==> config.mk <==
export PLATFORM = sky130hd
export DESIGN_NAME = user_edge_dma_accel_flat
export DESIGN_NICKNAME = d
export VERILOG_FILES = /design/src/rtl/user_edge_dma_accel_if.sv /design/src/rtl/user_edge_dma_accel.sv /design/src/flat_wrapper.sv
export SDC_FILE = /design/constraint.sdc
export NUM_CORES = 1
export LEC_CHECK = 0
export BUFFER_PORTS_ARGS = -buffer_cell sky130_fd_sc_hd__buf_2
export CAP_MARGIN = 30
export CORE_MARGIN = 2
export CORE_UTILIZATION = 40
export DETAILED_ROUTE_END_ITERATION = 16
export GPL_TIMING_DRIVEN = 0
export MAX_ROUTING_LAYER = met4
export SYNTH_ARGS = -nofsm -noshare
export SYNTH_HDL_FRONTEND = slang
export SYNTH_SLANG_ARGS = --single-unit
==> constraint.sdc <==
create_clock -name clk_i -period 3.2 [get_ports clk_i]
set_input_delay 0.16 -clock clk_i [delete_from_list [all_inputs] [get_ports clk_i]]
set_output_delay 0.16 -clock clk_i [all_outputs]
set_load 0.01 [all_outputs]
==> src/rtl/user_edge_dma_accel_if.sv <==
// OBI request/response bundle used for both the accelerator's register port and its memory port.
interface user_edge_dma_accel_if #(
  parameter int ADDR_WIDTH = 32,
  parameter int DATA_WIDTH = 32,
  parameter int ID_WIDTH   = 4
);
  logic                  req;
  logic [ADDR_WIDTH-1:0] addr;
  logic [DATA_WIDTH-1:0] wdata;
  logic                  we;
  logic [ID_WIDTH-1:0]   id;
  logic                  gnt;
  logic                  rvalid;
  logic [DATA_WIDTH-1:0] rdata;
  logic [ID_WIDTH-1:0]   rid;
  logic                  err;

  modport master (output req, addr, wdata, we, id, input gnt, rvalid, rdata, rid, err);
  modport slave  (input req, addr, wdata, we, id, output gnt, rvalid, rdata, rid, err);
endinterface

==> src/rtl/user_edge_dma_accel.sv <==
// Register-programmed streaming pixel accelerator: reads SRC words, applies a lane op, writes DST.
// Optional feature macro: USER_EDGE_GRAD_EN enables the horizontal-gradient mode (MODE=2).
module user_edge_dma_accel #(
  parameter int ADDR_WIDTH = 32,
  parameter int DATA_WIDTH = 32,
  parameter int ID_WIDTH   = 4,
  parameter int PIX_WIDTH  = 8,
  parameter int LEN_WIDTH  = 16
) (
  input logic                   clk_i,
  input logic                   rst_ni,
  user_edge_dma_accel_if.slave  sbr_obi,
  user_edge_dma_accel_if.master mgr_obi
);
  localparam int LANES = DATA_WIDTH / PIX_WIDTH;

  localparam logic [2:0] REG_CTRL   = 3'd0;
  localparam logic [2:0] REG_SRC    = 3'd1;
  localparam logic [2:0] REG_DST    = 3'd2;
  localparam logic [2:0] REG_LEN    = 3'd3;
  localparam logic [2:0] REG_PARAM  = 3'd4;
  localparam logic [2:0] REG_STATUS = 3'd5;

  localparam logic [ADDR_WIDTH-1:0] ADDR_STEP = ADDR_WIDTH'(32'd4);
  localparam logic [LEN_WIDTH-1:0]  LEN_ONE   = LEN_WIDTH'(32'd1);

  typedef enum logic [2:0] {
    ST_IDLE    = 3'd0,
    ST_RD_REQ  = 3'd1,
    ST_RD_WAIT = 3'd2,
    ST_WR_REQ  = 3'd3,
    ST_WR_WAIT = 3'd4
  } state_e;

  state_e                state_r, state_s;
  logic [1:0]            mode_r;
  logic [ADDR_WIDTH-1:0] src_r, dst_r, src_ptr_r, dst_ptr_r;
  logic [LEN_WIDTH-1:0]  len_r, remain_r;
  logic [PIX_WIDTH-1:0]  param_r;
  logic                  done_r, err_flag_r;

  logic                  mgr_req_r, mgr_we_r, req_s, we_s;
  logic [ADDR_WIDTH-1:0] mgr_addr_r, addr_s;
  logic [DATA_WIDTH-1:0] mgr_wdata_r, result_s, op_s;

  logic                  sbr_rvalid_r, sbr_err_r;
  logic [DATA_WIDTH-1:0] sbr_rdata_r, rd_data_s;
  logic [ID_WIDTH-1:0]   sbr_rid_r;

  logic [2:0] reg_idx_s;
  logic       busy_s, cfg_reg_s, wr_s, cfg_wr_ok_s, status_wr_s, start_s, launch_s;
  logic       sbr_err_s, capture_s, wr_done_s, done_set_s, err_set_s;
  logic       unused_s;

  assign reg_idx_s   = sbr_obi.addr[4:2];
  assign busy_s      = (state_r != ST_IDLE);
  assign cfg_reg_s   = (reg_idx_s <= REG_PARAM);
  assign wr_s        = sbr_obi.req & sbr_obi.we;
  assign cfg_wr_ok_s = wr_s & cfg_reg_s & ~busy_s;
  assign status_wr_s = wr_s & (reg_idx_s == REG_STATUS);
  assign start_s     = cfg_wr_ok_s & (reg_idx_s == REG_CTRL) & sbr_obi.wdata[0];
  assign launch_s    = start_s & (len_r != {LEN_WIDTH{1'b0}});
  assign sbr_err_s   = (reg_idx_s >= 3'd6) | (wr_s & cfg_reg_s & busy_s);
  assign capture_s   = (state_r == ST_RD_WAIT) & mgr_obi.rvalid & ~mgr_obi.err;
  assign wr_done_s   = (state_r == ST_WR_WAIT) & mgr_obi.rvalid & ~mgr_obi.err;
  assign unused_s    = ^{sbr_obi.addr[ADDR_WIDTH-1:5], sbr_obi.addr[1:0], mgr_obi.rid};

  assign sbr_obi.gnt    = sbr_obi.req;
  assign sbr_obi.rvalid = sbr_rvalid_r;
  assign sbr_obi.rdata  = sbr_rdata_r;
  assign sbr_obi.rid    = sbr_rid_r;
  assign sbr_obi.err    = sbr_err_r;

  assign mgr_obi.req   = mgr_req_r;
  assign mgr_obi.addr  = mgr_addr_r;
  assign mgr_obi.wdata = mgr_wdata_r;
  assign mgr_obi.we    = mgr_we_r;
  assign mgr_obi.id    = {ID_WIDTH{1'b0}};

  // Copy, shift and threshold lane ops; any other mode passes the word through.
  function automatic logic [DATA_WIDTH-1:0] pixel_op(input logic [1:0]            mode,
                                                     input logic [DATA_WIDTH-1:0] word,
                                                     input logic [PIX_WIDTH-1:0]  param);
    logic [DATA_WIDTH-1:0] res;
    logic [PIX_WIDTH-1:0]  p;
    res = word;
    for (int k = 0; k < LANES; k++) begin
      p = word[k*PIX_WIDTH +: PIX_WIDTH];
      case (mode)
        2'd1:    res[k*PIX_WIDTH +: PIX_WIDTH] = p >> param[2:0];
        2'd3:    res[k*PIX_WIDTH +: PIX_WIDTH] = (p >= param) ? {PIX_WIDTH{1'b1}} : {PIX_WIDTH{1'b0}};
        default: res[k*PIX_WIDTH +: PIX_WIDTH] = p;
      endcase
    end
    return res;
  endfunction

  assign op_s = pixel_op(mode_r, mgr_obi.rdata, param_r);

`ifdef USER_EDGE_GRAD_EN
  logic [PIX_WIDTH-1:0]  prev_pix_r;
  logic                  first_r;
  logic [DATA_WIDTH-1:0] left_word_s, grad_s;

  // Lane k of left_word_s is the pixel to the left of lane k in the current word.
  always_comb begin
    left_word_s = {mgr_obi.rdata[DATA_WIDTH-PIX_WIDTH-1:0],
                   first_r ? mgr_obi.rdata[PIX_WIDTH-1:0] : prev_pix_r};
    grad_s = {DATA_WIDTH{1'b0}};
    for (int k = 0; k < LANES; k++) begin
      if (mgr_obi.rdata[k*PIX_WIDTH +: PIX_WIDTH] >= left_word_s[k*PIX_WIDTH +: PIX_WIDTH]) begin
        grad_s[k*PIX_WIDTH +: PIX_WIDTH] = mgr_obi.rdata[k*PIX_WIDTH +: PIX_WIDTH]
                                         - left_word_s[k*PIX_WIDTH +: PIX_WIDTH];
      end else begin
        grad_s[k*PIX_WIDTH +: PIX_WIDTH] = left_word_s[k*PIX_WIDTH +: PIX_WIDTH]
                                         - mgr_obi.rdata[k*PIX_WIDTH +: PIX_WIDTH];
      end
    end
  end

  assign result_s = (mode_r == 2'd2) ? grad_s : op_s;

  // Carries the highest lane of the previous word across a job.
  always_ff @(posedge clk_i or negedge rst_ni) begin
    if (!rst_ni) begin
      prev_pix_r <= {PIX_WIDTH{1'b0}};
      first_r    <= 1'b0;
    end else if (launch_s) begin
      first_r <= 1'b1;
    end else if (capture_s) begin
      prev_pix_r <= mgr_obi.rdata[DATA_WIDTH-1 -: PIX_WIDTH];
      first_r    <= 1'b0;
    end
  end
`else
  assign result_s = op_s;
`endif

  // Register read mux; writes and unmapped offsets return zero.
  always_comb begin
    rd_data_s = {DATA_WIDTH{1'b0}};
    if (!sbr_obi.we) begin
      case (reg_idx_s)
        REG_CTRL:   rd_data_s = {{(DATA_WIDTH-3){1'b0}}, mode_r, 1'b0};
        REG_SRC:    rd_data_s = DATA_WIDTH'(src_r);
        REG_DST:    rd_data_s = DATA_WIDTH'(dst_r);
        REG_LEN:    rd_data_s = DATA_WIDTH'(len_r);
        REG_PARAM:  rd_data_s = DATA_WIDTH'(param_r);
        REG_STATUS: rd_data_s = {{(DATA_WIDTH-3){1'b0}}, err_flag_r, done_r, busy_s};
        default:    rd_data_s = {DATA_WIDTH{1'b0}};
      endcase
    end else begin
      rd_data_s = {DATA_WIDTH{1'b0}};
    end
  end

  // Subordinate response, one cycle after the grant.
  always_ff @(posedge clk_i or negedge rst_ni) begin
    if (!rst_ni) begin
      sbr_rvalid_r <= 1'b0;
      sbr_rdata_r  <= {DATA_WIDTH{1'b0}};
      sbr_rid_r    <= {ID_WIDTH{1'b0}};
      sbr_err_r    <= 1'b0;
    end else begin
      sbr_rvalid_r <= sbr_obi.req;
      sbr_rdata_r  <= sbr_obi.req ? rd_data_s : {DATA_WIDTH{1'b0}};
      sbr_rid_r    <= sbr_obi.req ? sbr_obi.id : {ID_WIDTH{1'b0}};
      sbr_err_r    <= sbr_obi.req & sbr_err_s;
    end
  end

  // Configuration registers, writable only while idle.
  always_ff @(posedge clk_i or negedge rst_ni) begin
    if (!rst_ni) begin
      mode_r  <= 2'd0;
      src_r   <= {ADDR_WIDTH{1'b0}};
      dst_r   <= {ADDR_WIDTH{1'b0}};
      len_r   <= {LEN_WIDTH{1'b0}};
      param_r <= {PIX_WIDTH{1'b0}};
    end else if (cfg_wr_ok_s) begin
      case (reg_idx_s)
        REG_CTRL:  mode_r  <= sbr_obi.wdata[2:1];
        REG_SRC:   src_r   <= sbr_obi.wdata[ADDR_WIDTH-1:0];
        REG_DST:   dst_r   <= sbr_obi.wdata[ADDR_WIDTH-1:0];
        REG_LEN:   len_r   <= sbr_obi.wdata[LEN_WIDTH-1:0];
        REG_PARAM: param_r <= sbr_obi.wdata[PIX_WIDTH-1:0];
        default:   mode_r  <= mode_r;
      endcase
    end
  end

  // Sticky status flags; a hardware set beats a same-cycle W1C.
  always_ff @(posedge clk_i or negedge rst_ni) begin
    if (!rst_ni) begin
      done_r     <= 1'b0;
      err_flag_r <= 1'b0;
    end else begin
      if (done_set_s) begin
        done_r <= 1'b1;
      end else if (launch_s || (status_wr_s && sbr_obi.wdata[1])) begin
        done_r <= 1'b0;
      end
      if (err_set_s) begin
        err_flag_r <= 1'b1;
      end else if (launch_s || (status_wr_s && sbr_obi.wdata[2])) begin
        err_flag_r <= 1'b0;
      end
    end
  end

  // Job pointers and remaining word count.
  always_ff @(posedge clk_i or negedge rst_ni) begin
    if (!rst_ni) begin
      src_ptr_r <= {ADDR_WIDTH{1'b0}};
      dst_ptr_r <= {ADDR_WIDTH{1'b0}};
      remain_r  <= {LEN_WIDTH{1'b0}};
    end else if (launch_s) begin
      src_ptr_r <= src_r;
      dst_ptr_r <= dst_r;
      remain_r  <= len_r;
    end else if (wr_done_s) begin
      src_ptr_r <= src_ptr_r + ADDR_STEP;
      dst_ptr_r <= dst_ptr_r + ADDR_STEP;
      remain_r  <= remain_r - LEN_ONE;
    end
  end

  // Manager FSM: next state plus the next values of the registered request outputs.
  always_comb begin
    state_s    = state_r;
    req_s      = 1'b0;
    we_s       = 1'b0;
    addr_s     = mgr_addr_r;
    done_set_s = 1'b0;
    err_set_s  = 1'b0;
    case (state_r)
      ST_IDLE: begin
        if (launch_s) begin
          state_s = ST_RD_REQ;
          req_s   = 1'b1;
          addr_s  = src_r;
        end else if (start_s) begin
          done_set_s = 1'b1;
        end else begin
          state_s = ST_IDLE;
        end
      end
      ST_RD_REQ: begin
        if (mgr_obi.gnt) begin
          state_s = ST_RD_WAIT;
        end else begin
          req_s = 1'b1;
        end
      end
      ST_RD_WAIT: begin
        if (mgr_obi.rvalid && mgr_obi.err) begin
          err_set_s  = 1'b1;
          done_set_s = 1'b1;
          state_s    = ST_IDLE;
        end else if (mgr_obi.rvalid) begin
          state_s = ST_WR_REQ;
          req_s   = 1'b1;
          we_s    = 1'b1;
          addr_s  = dst_ptr_r;
        end else begin
          state_s = ST_RD_WAIT;
        end
      end
      ST_WR_REQ: begin
        if (mgr_obi.gnt) begin
          state_s = ST_WR_WAIT;
        end else begin
          req_s = 1'b1;
          we_s  = 1'b1;
        end
      end
      ST_WR_WAIT: begin
        if (mgr_obi.rvalid && mgr_obi.err) begin
          err_set_s  = 1'b1;
          done_set_s = 1'b1;
          state_s    = ST_IDLE;
        end else if (mgr_obi.rvalid) begin
          if (remain_r == LEN_ONE) begin
            done_set_s = 1'b1;
            state_s    = ST_IDLE;
          end else begin
            state_s = ST_RD_REQ;
            req_s   = 1'b1;
            addr_s  = src_ptr_r + ADDR_STEP;
          end
        end else begin
          state_s = ST_WR_WAIT;
        end
      end
      default: state_s = ST_IDLE;
    endcase
  end

  // State and manager request registers; the write data is the word processed at read return.
  always_ff @(posedge clk_i or negedge rst_ni) begin
    if (!rst_ni) begin
      state_r     <= ST_IDLE;
      mgr_req_r   <= 1'b0;
      mgr_we_r    <= 1'b0;
      mgr_addr_r  <= {ADDR_WIDTH{1'b0}};
      mgr_wdata_r <= {DATA_WIDTH{1'b0}};
    end else begin
      state_r    <= state_s;
      mgr_req_r  <= req_s;
      mgr_we_r   <= we_s;
      mgr_addr_r <= addr_s;
      if (capture_s) begin
        mgr_wdata_r <= result_s;
      end
    end
  end
endmodule

==> src/flat_wrapper.sv <==
// flat-port wrapper written by rule: the top's interface ports become plain ports
module user_edge_dma_accel_flat 
#(
  parameter int ADDR_WIDTH = 32,
  parameter int DATA_WIDTH = 32,
  parameter int ID_WIDTH   = 4,
  parameter int PIX_WIDTH  = 8,
  parameter int LEN_WIDTH  = 16
)
  (clk_i, rst_ni, sbr_obi_req, sbr_obi_addr, sbr_obi_wdata, sbr_obi_we, sbr_obi_id, sbr_obi_gnt, sbr_obi_rvalid, sbr_obi_rdata, sbr_obi_rid, sbr_obi_err, mgr_obi_req, mgr_obi_addr, mgr_obi_wdata, mgr_obi_we, mgr_obi_id, mgr_obi_gnt, mgr_obi_rvalid, mgr_obi_rdata, mgr_obi_rid, mgr_obi_err);
  user_edge_dma_accel_if #(.ADDR_WIDTH(ADDR_WIDTH), .DATA_WIDTH(DATA_WIDTH), .ID_WIDTH(ID_WIDTH)) sbr_obi_i ();
  user_edge_dma_accel_if #(.ADDR_WIDTH(ADDR_WIDTH), .DATA_WIDTH(DATA_WIDTH), .ID_WIDTH(ID_WIDTH)) mgr_obi_i ();
  input logic clk_i;
  input logic rst_ni;
  input wire logic [$bits(sbr_obi_i.req)-1:0] sbr_obi_req;
  input wire logic [$bits(sbr_obi_i.addr)-1:0] sbr_obi_addr;
  input wire logic [$bits(sbr_obi_i.wdata)-1:0] sbr_obi_wdata;
  input wire logic [$bits(sbr_obi_i.we)-1:0] sbr_obi_we;
  input wire logic [$bits(sbr_obi_i.id)-1:0] sbr_obi_id;
  output wire logic [$bits(sbr_obi_i.gnt)-1:0] sbr_obi_gnt;
  output wire logic [$bits(sbr_obi_i.rvalid)-1:0] sbr_obi_rvalid;
  output wire logic [$bits(sbr_obi_i.rdata)-1:0] sbr_obi_rdata;
  output wire logic [$bits(sbr_obi_i.rid)-1:0] sbr_obi_rid;
  output wire logic [$bits(sbr_obi_i.err)-1:0] sbr_obi_err;
  output wire logic [$bits(mgr_obi_i.req)-1:0] mgr_obi_req;
  output wire logic [$bits(mgr_obi_i.addr)-1:0] mgr_obi_addr;
  output wire logic [$bits(mgr_obi_i.wdata)-1:0] mgr_obi_wdata;
  output wire logic [$bits(mgr_obi_i.we)-1:0] mgr_obi_we;
  output wire logic [$bits(mgr_obi_i.id)-1:0] mgr_obi_id;
  input wire logic [$bits(mgr_obi_i.gnt)-1:0] mgr_obi_gnt;
  input wire logic [$bits(mgr_obi_i.rvalid)-1:0] mgr_obi_rvalid;
  input wire logic [$bits(mgr_obi_i.rdata)-1:0] mgr_obi_rdata;
  input wire logic [$bits(mgr_obi_i.rid)-1:0] mgr_obi_rid;
  input wire logic [$bits(mgr_obi_i.err)-1:0] mgr_obi_err;
  assign sbr_obi_i.req = sbr_obi_req;
  assign sbr_obi_i.addr = sbr_obi_addr;
  assign sbr_obi_i.wdata = sbr_obi_wdata;
  assign sbr_obi_i.we = sbr_obi_we;
  assign sbr_obi_i.id = sbr_obi_id;
  assign sbr_obi_gnt = sbr_obi_i.gnt;
  assign sbr_obi_rvalid = sbr_obi_i.rvalid;
  assign sbr_obi_rdata = sbr_obi_i.rdata;
  assign sbr_obi_rid = sbr_obi_i.rid;
  assign sbr_obi_err = sbr_obi_i.err;
  assign mgr_obi_req = mgr_obi_i.req;
  assign mgr_obi_addr = mgr_obi_i.addr;
  assign mgr_obi_wdata = mgr_obi_i.wdata;
  assign mgr_obi_we = mgr_obi_i.we;
  assign mgr_obi_id = mgr_obi_i.id;
  assign mgr_obi_i.gnt = mgr_obi_gnt;
  assign mgr_obi_i.rvalid = mgr_obi_rvalid;
  assign mgr_obi_i.rdata = mgr_obi_rdata;
  assign mgr_obi_i.rid = mgr_obi_rid;
  assign mgr_obi_i.err = mgr_obi_err;
  user_edge_dma_accel #(.ADDR_WIDTH(ADDR_WIDTH), .DATA_WIDTH(DATA_WIDTH), .ID_WIDTH(ID_WIDTH), .PIX_WIDTH(PIX_WIDTH), .LEN_WIDTH(LEN_WIDTH)) u_core (.clk_i(clk_i), .rst_ni(rst_ni), .sbr_obi(sbr_obi_i), .mgr_obi(mgr_obi_i));
endmodule
### Word-level counts from Yosys, hierarchy flattened

Index checks and enable logic that the tools add are counted.

* register bits after elaboration: 279
* input bits: 111
* output and inout bits: 109
* logic and storage cells: 147

* add/sub/neg operators: 3
* magnitude comparators: 6
* eq/ne operators: 21
* shift operators: 4
* mux-type cells: 56
* bitwise gates (word level): 16
* reductions and logical operators: 22

Operators with widths (count)
* $mux W32: 12
* $pmux W32 S6: 1
* $pmux W32 S3: 1
* $add A32 B3 Y32 const B: 2
* $pmux W8 S2: 4
* $ge A8 B8 Y1: 4
* $mux W16: 2
* $mux W8: 4
* $shr A8 B3 Y8: 4
* $mux W3: 7
* $mux W1: 20
* $eq A16 B1 Y1 const B: 1
* $reduce_bool A16 Y1: 1
* $sub A16 B1 Y16 const B: 1
* $pmux W3 S5: 1
* $ne A2 B2 Y1 const B: 7
* $and A1 B1 Y1: 13
* $eq A3 B2 Y1 const B: 4
* $reduce_and A2 Y1: 5
* $eq A3 B3 Y1 const B: 3
* $reduce_and A7 Y1: 1
* $eq A3 B1 Y1 const B: 2
* $logic_not A3 Y1: 2
* $reduce_bool A2 Y1: 3
* 17 further kinds: 23

### Logic depth before layout (Yosys ltp)

* depth after elaboration: 9
* mapped depth: 9
* gate-level depth less buffers: 8

### Worst setup path before layout

Ideal clock, no wire load.

* kind: flip-flop to flip-flop
* start: reg u_core.param_r[1]
* end: reg u_core.mgr_wdata_r[26], in the netlist u_core.mgr_obi.wdata[26]
* setup time: 67 ps
* arrival: 2492 ps
* required time: 3133 ps
* path slack: 641 ps
* cell stages (with the launch flop): 10
* path buffers: 2
* period minus slack after synthesis: 2559 ps
* cells stage by stage: dfrtp_1 buf_2 buf_1 inv_1 ha_1 a21o_1 a211oi_1 or4_1 a21oi_1 o32a_1

* longest elaborated chain between the ends: 3
* elaborated cells on any way between the ends: 4
* those cells by class: 1 x order compare; 1 x shift; 2 x mux

RTL lines
* start: declaration: RTL line user_edge_dma_accel.sv:39 `logic [PIX_WIDTH-1:0] param_r;`
* start signal: assignment: RTL line user_edge_dma_accel.sv:179 `param_r <= {PIX_WIDTH{1'b0}};`
* start signal: assignment: RTL line user_edge_dma_accel.sv:186 `REG_PARAM: param_r <= sbr_obi.wdata[PIX_WIDTH-1:0];`
* $ge A8 B8 Y1: RTL line user_edge_dma_accel.sv:91 `2'd3: res[k*PIX_WIDTH +: PIX_WIDTH] = (p >= param) ? {PIX_WIDTH{1'b1}} : {PIX_WIDTH{1'b0}};`
* $mux W8: RTL line user_edge_dma_accel.sv:91
* $pmux W8 S2 *: RTL line user_edge_dma_accel.sv:89 `case (mode)`
* end signal: assignment: RTL line user_edge_dma_accel.sv:306 `mgr_wdata_r <= {DATA_WIDTH{1'b0}};`
* end signal: assignment: RTL line user_edge_dma_accel.sv:313 `mgr_wdata_r <= result_s;`
* end: declaration: RTL line user_edge_dma_accel.sv:44 `logic [DATA_WIDTH-1:0] mgr_wdata_r, result_s, op_s;`

Every way passes the cells marked *; elsewhere a longest branch is shown, timed or not.
A chain may end at the register's enable or synchronous reset.

### Worst setup path after layout

* start: reg u_core.state_r[2]
* end: reg u_core.src_ptr_r[8]

* longest elaborated chain between the ends: 7
* elaborated cells on any way between the ends: 11
* those cells by class: 1 x eq/ne; 1 x mux; 7 x bitwise; 2 x reduce/logical

RTL lines
* start: declaration: RTL line user_edge_dma_accel.sv:35 `state_e state_r, state_s;`
* start signal: assignment: RTL line user_edge_dma_accel.sv:308 `state_r <= state_s;`
* $reduce_bool A3 Y1: RTL line user_edge_dma_accel.sv:56 `assign busy_s = (state_r != ST_IDLE);`
* $not A1 Y1: RTL line user_edge_dma_accel.sv:59 `assign cfg_wr_ok_s = wr_s & cfg_reg_s & ~busy_s;`
* $and A1 B1 Y1: RTL line user_edge_dma_accel.sv:59
* $and A1 B1 Y1 (2 in series): RTL line user_edge_dma_accel.sv:61 `assign start_s = cfg_wr_ok_s & (reg_idx_s == REG_CTRL) & sbr_obi.wdata[0];`
* $and A1 B1 Y1: RTL line user_edge_dma_accel.sv:62 `assign launch_s = start_s & (len_r != {LEN_WIDTH{1'b0}});`
* $mux W32 or $reduce_bool A2 Y1 (tied branches)
* end signal: assignment: RTL line user_edge_dma_accel.sv:214 `src_ptr_r <= {ADDR_WIDTH{1'b0}};`
* end signal: assignment: RTL line user_edge_dma_accel.sv:218 `src_ptr_r <= src_r;`
* end signal: assignment: RTL line user_edge_dma_accel.sv:222 `src_ptr_r <= src_ptr_r + ADDR_STEP;`
* end: declaration: RTL line user_edge_dma_accel.sv:37 `logic [ADDR_WIDTH-1:0] src_r, dst_r, src_ptr_r, dst_ptr_r;`

Several ways; a longest one is shown, not always the timed one.

==> results.yml <==
run_status:
  status: "complete, no violations"
synthesis:
  seq_area_frac_synth_pct: 46.91
  synth-async-reset-ratio_pct: 100.0
  ys.flop_type: "dfrtp_1"
  synth.distinct_cells: 73
  yosys.area.top_type: "dfrtp_1"
  synth_top_area_share_pct: 46.91
  synth.area.top_cells: "dfrtp_1 47%, mux2_2 7.7%, nand2_1 4.0%"
  synth_area_mm2: 0.01488
  yosys-top-cells-count: "279 x dfrtp_1, 157 x nand2_1, 154 x nor2_1"
  ys_ff_latch: 279
  syn_avg_cell_area_um2: 9.955
  synth_top_family_by_area: "compound AO/OA/AOI/OAI gates"
  yosysMostFrequentCell: "dfrtp_1"
  yosys_warnings: 0
  synthCells: 1495
  yosys.area_share.simple_pct: 15.64
  synth_edf_count: 0
  synth-xor-area-share_pct: 2.472
  synth_compound_area_share_pct: 18.13
  synthAdderAreaFrac_pct: 3.026
  synth_mux_area_share_pct: 10.03
setup_path:
  cp_max_fo: 10
  endpoint_kind: "flop"
  worstSetupPathType: "flop to flop"
  start_kind: "flop"
  arrival_ns: 3.50
  cp_data_required_time_ns: 3.67
detailed_routing:
  wl_per_cell_um: 23.33
  dr.first_iter.drc_count: 1275
  drc_errors: 0
  first_pass_iters: 6
  viasPerCell: 5.914
  via_count: 13401
  wl_um: 52860
  detail-route-antenna-nets: 0
global_routing:
  grt_pass1_wl_um: 80940
  grt_max_degree: 118
  grt_pass1_vias: 13331
  grt_usage_pct: 28.12
  grt_overflow: 0
  antenna_found_initial: 0
cells_and_area:
  fillers: 3476
  final_cells: 2266
  fin_util_pct: 49.42
  areaGrowthSynthToFinish_pct: 21.56
  diodes: 0
  layout.nets: 1923
  drive_gt1_share_pct: 22.41
sta:
  fin_crit_ns: 3.029
  whs_ns: 0.02727
  timing.fmax_mhz: 330.1
  setup_viol: 0
  slew_headroom_pct: 29.23
  skew_ns: 0.01723
  report.final.slew_viol_count: 0
  max_slew.worst_pin.slew_ns: 1.052
  hold_viol: 0
  rsz0062_at_grt: "false"
  setup_slack_ns: 0.1710
  post-route-period-util_pct: 94.66
placed_design:
  post-place-ws_ns: -0.1890
  gp_congestion: 0.9561
  io_buffer_count: 182
  dp_hpwl_um: 38370
  dpl.cell_count: 2154
clocking:
  cts_made_buffers: 31
  postCtsSetupRepairBufs: 0
  clk_path_buf_depth: 3
  cts_tree: "yes"
  clock_latency_ns: 0.59
  root_buffer: "clkbuf_16"
  htree_levels: 1
  cts.clk_slew.worst_paths_ns: 0.06
  cts.sinks: 279
die:
  die-area_mm2: 0.03877
  io_pins: 220
  start_util_pct: 40.65
  num_rows: 70
  chipWidth_um: 196.9
  core_region_area_mm2: 0.03661
  die_h_um: 196.9
power:
  p_per_area_mw_per_mm2: 827.1
  ir_drop_mv: 0.4464
  leakage_uw: 0.008030
  power.total_uw: 14960
flow_run:
  drv_cap: 0
min_path:
  hp-class: "primary input to flop"
registers in the layout, indices dropped and copies added (netlist names):
signal	flops
u_core.mgr_obi.wdata	32
u_core.sbr_obi.rvalid	1
u_core.dst_ptr_r	32
u_core.mgr_obi.req	1
u_core.sbr_obi.rid	4
u_core.dst_r	32
u_core.err_flag_r	1
u_core.mode_r	2
u_core.param_r	8
u_core.src_ptr_r	32
u_core.mgr_obi.we	1
u_core.src_r	32
u_core.state_r	3
u_core.remain_r	16
u_core.sbr_obi.err	1
u_core.len_r	16
u_core.mgr_obi.addr	32
u_core.sbr_obi.rdata	32
u_core.done_r	1
worst paths after layout:
kind | startpoint | to | slack, ns | depth (start not counted)
hold / removal | mgr_obi_rdata[9] | u_core.mgr_obi.wdata[9]$_DFFE_PN0P_ | 0.03 | 3
min in group asynchronous | rst_ni | u_core.mgr_obi.wdata[17]$_DFFE_PN0P_ | 0.13 | 2
setup reg to reg | u_core.state_r[2]$_DFFE_PN0P_ | u_core.src_ptr_r[8]$_DFFE_PN0P_ | 0.17 | 9
max in group asynchronous | rst_ni | u_core.dst_ptr_r[18]$_DFFE_PN0P_ | 2.15 | 3
setup / recovery | u_core.state_r[2]$_DFFE_PN0P_ | u_core.src_ptr_r[8]$_DFFE_PN0P_ | 0.17 | 9
hold reg to reg | u_core.src_ptr_r[1]$_DFFE_PN0P_ | u_core.src_ptr_r[1]$_DFFE_PN0P_ | 0.47 | 2
power breakdown:
part	internal (uW)	total, uW	switching [uW]
registers	4830	6230	1400
clock network	2070	3590	1520
logic	2320	5150	2820
stage by stage:
| stage | cell area (um^2) | TNS, ns |
|---|---|---|
| final | 18090 | 0 |
| after global placement | 16390 | -975.09 |
| after CTS | 18090 | 0 |
| after global routing | 18090 | 0 |
| after detailed placement | 16490 | -4.408 |
| after floorplan | 14890 | 0 |
cell type report:
type | instances | area (um^2) | area share (%)
flip-flops and latches | 279 | 6982 | 38.59
clock buffers | 44 | 924.6 | 5.111
well taps | 468 | 585.6 | 3.237
inverters | 28 | 105.1 | 0.5810
plain buffers | 97 | 454.2 | 2.511
repair buffers | 246 | 1585 | 8.763
clock inverters | 11 | 87.58 | 0.4841
multi-input cells | 1093 | 7367 | 40.72
critical path, stage by stage, from the launching register on:
cell and delay, ns:
dfrtp_1 0.35, buf_2 0.17, nor3b_2 0.22, nand2_1 0.25, clkbuf_1 0.43, clkbuf_1 0.55, clkbuf_1 0.59, nor2_1 0.11
o21ai_0 0.17, nand2_1 0.06
timing repair:
action | 4_1_cts | 5_1_grt
hold buffers | 58 | 0
endpoints found under the hold margin | 167 | 0
endpoints found under the setup margin | 32 | 16
resized for setup | 2 | 3
kinds of logic (layout without fill, tap and decap cells):
family / Yosys count / count (layout)
and+or+nand+nor: 491 / 491
AOI/OAI and AO/OA: 390 / 390
DFF: 279 / 279
muxes: 130 / 130
buffers and inverters: 126 / 426
xor gates and xnor gates: 42 / 42
adders and majority gates: 36 / 36
other: 1 / 4
cells in the final DEF, fill, tap and decap left out, types with 10 or more instances in the layout:
cell type      count
clkbuf_8          10
o21ai_0           87
clkbuf_16         31
mux2i_1           22
dlygate4sd3_1     58
and3_1            13
nor4_1            19
and2_1            17
nand2_1          157
nand4_1           22
a31oi_1           23
o2bb2ai_1         10
clkbuf_1          61
xnor2_1           25
inv_1             27
a21oi_1           59
a211oi_1          13
o311ai_0          11
ha_1              36
a21o_1            11
dfrtp_1          279
nand3_1           29
nor3_1            23
a221oi_1          12
a22oi_1           62
buf_2            201
xor2_1            17
o22a_1            34
a221o_1           16
nor2_1           154
mux2_2           102
metal layers:
layer | track usage [%] | vias up | routed length, um
met3 | 4.124 | 86 | 3935
met5 | - | - | 0
li1 | - | 6055 | -
met4 | 8.354 | 0 | 1468
met1 | 38.76 | 6723 | 23550
met2 | 43.16 | 537 | 23910
No activity file was read; power rests on OpenSTA's default activity.
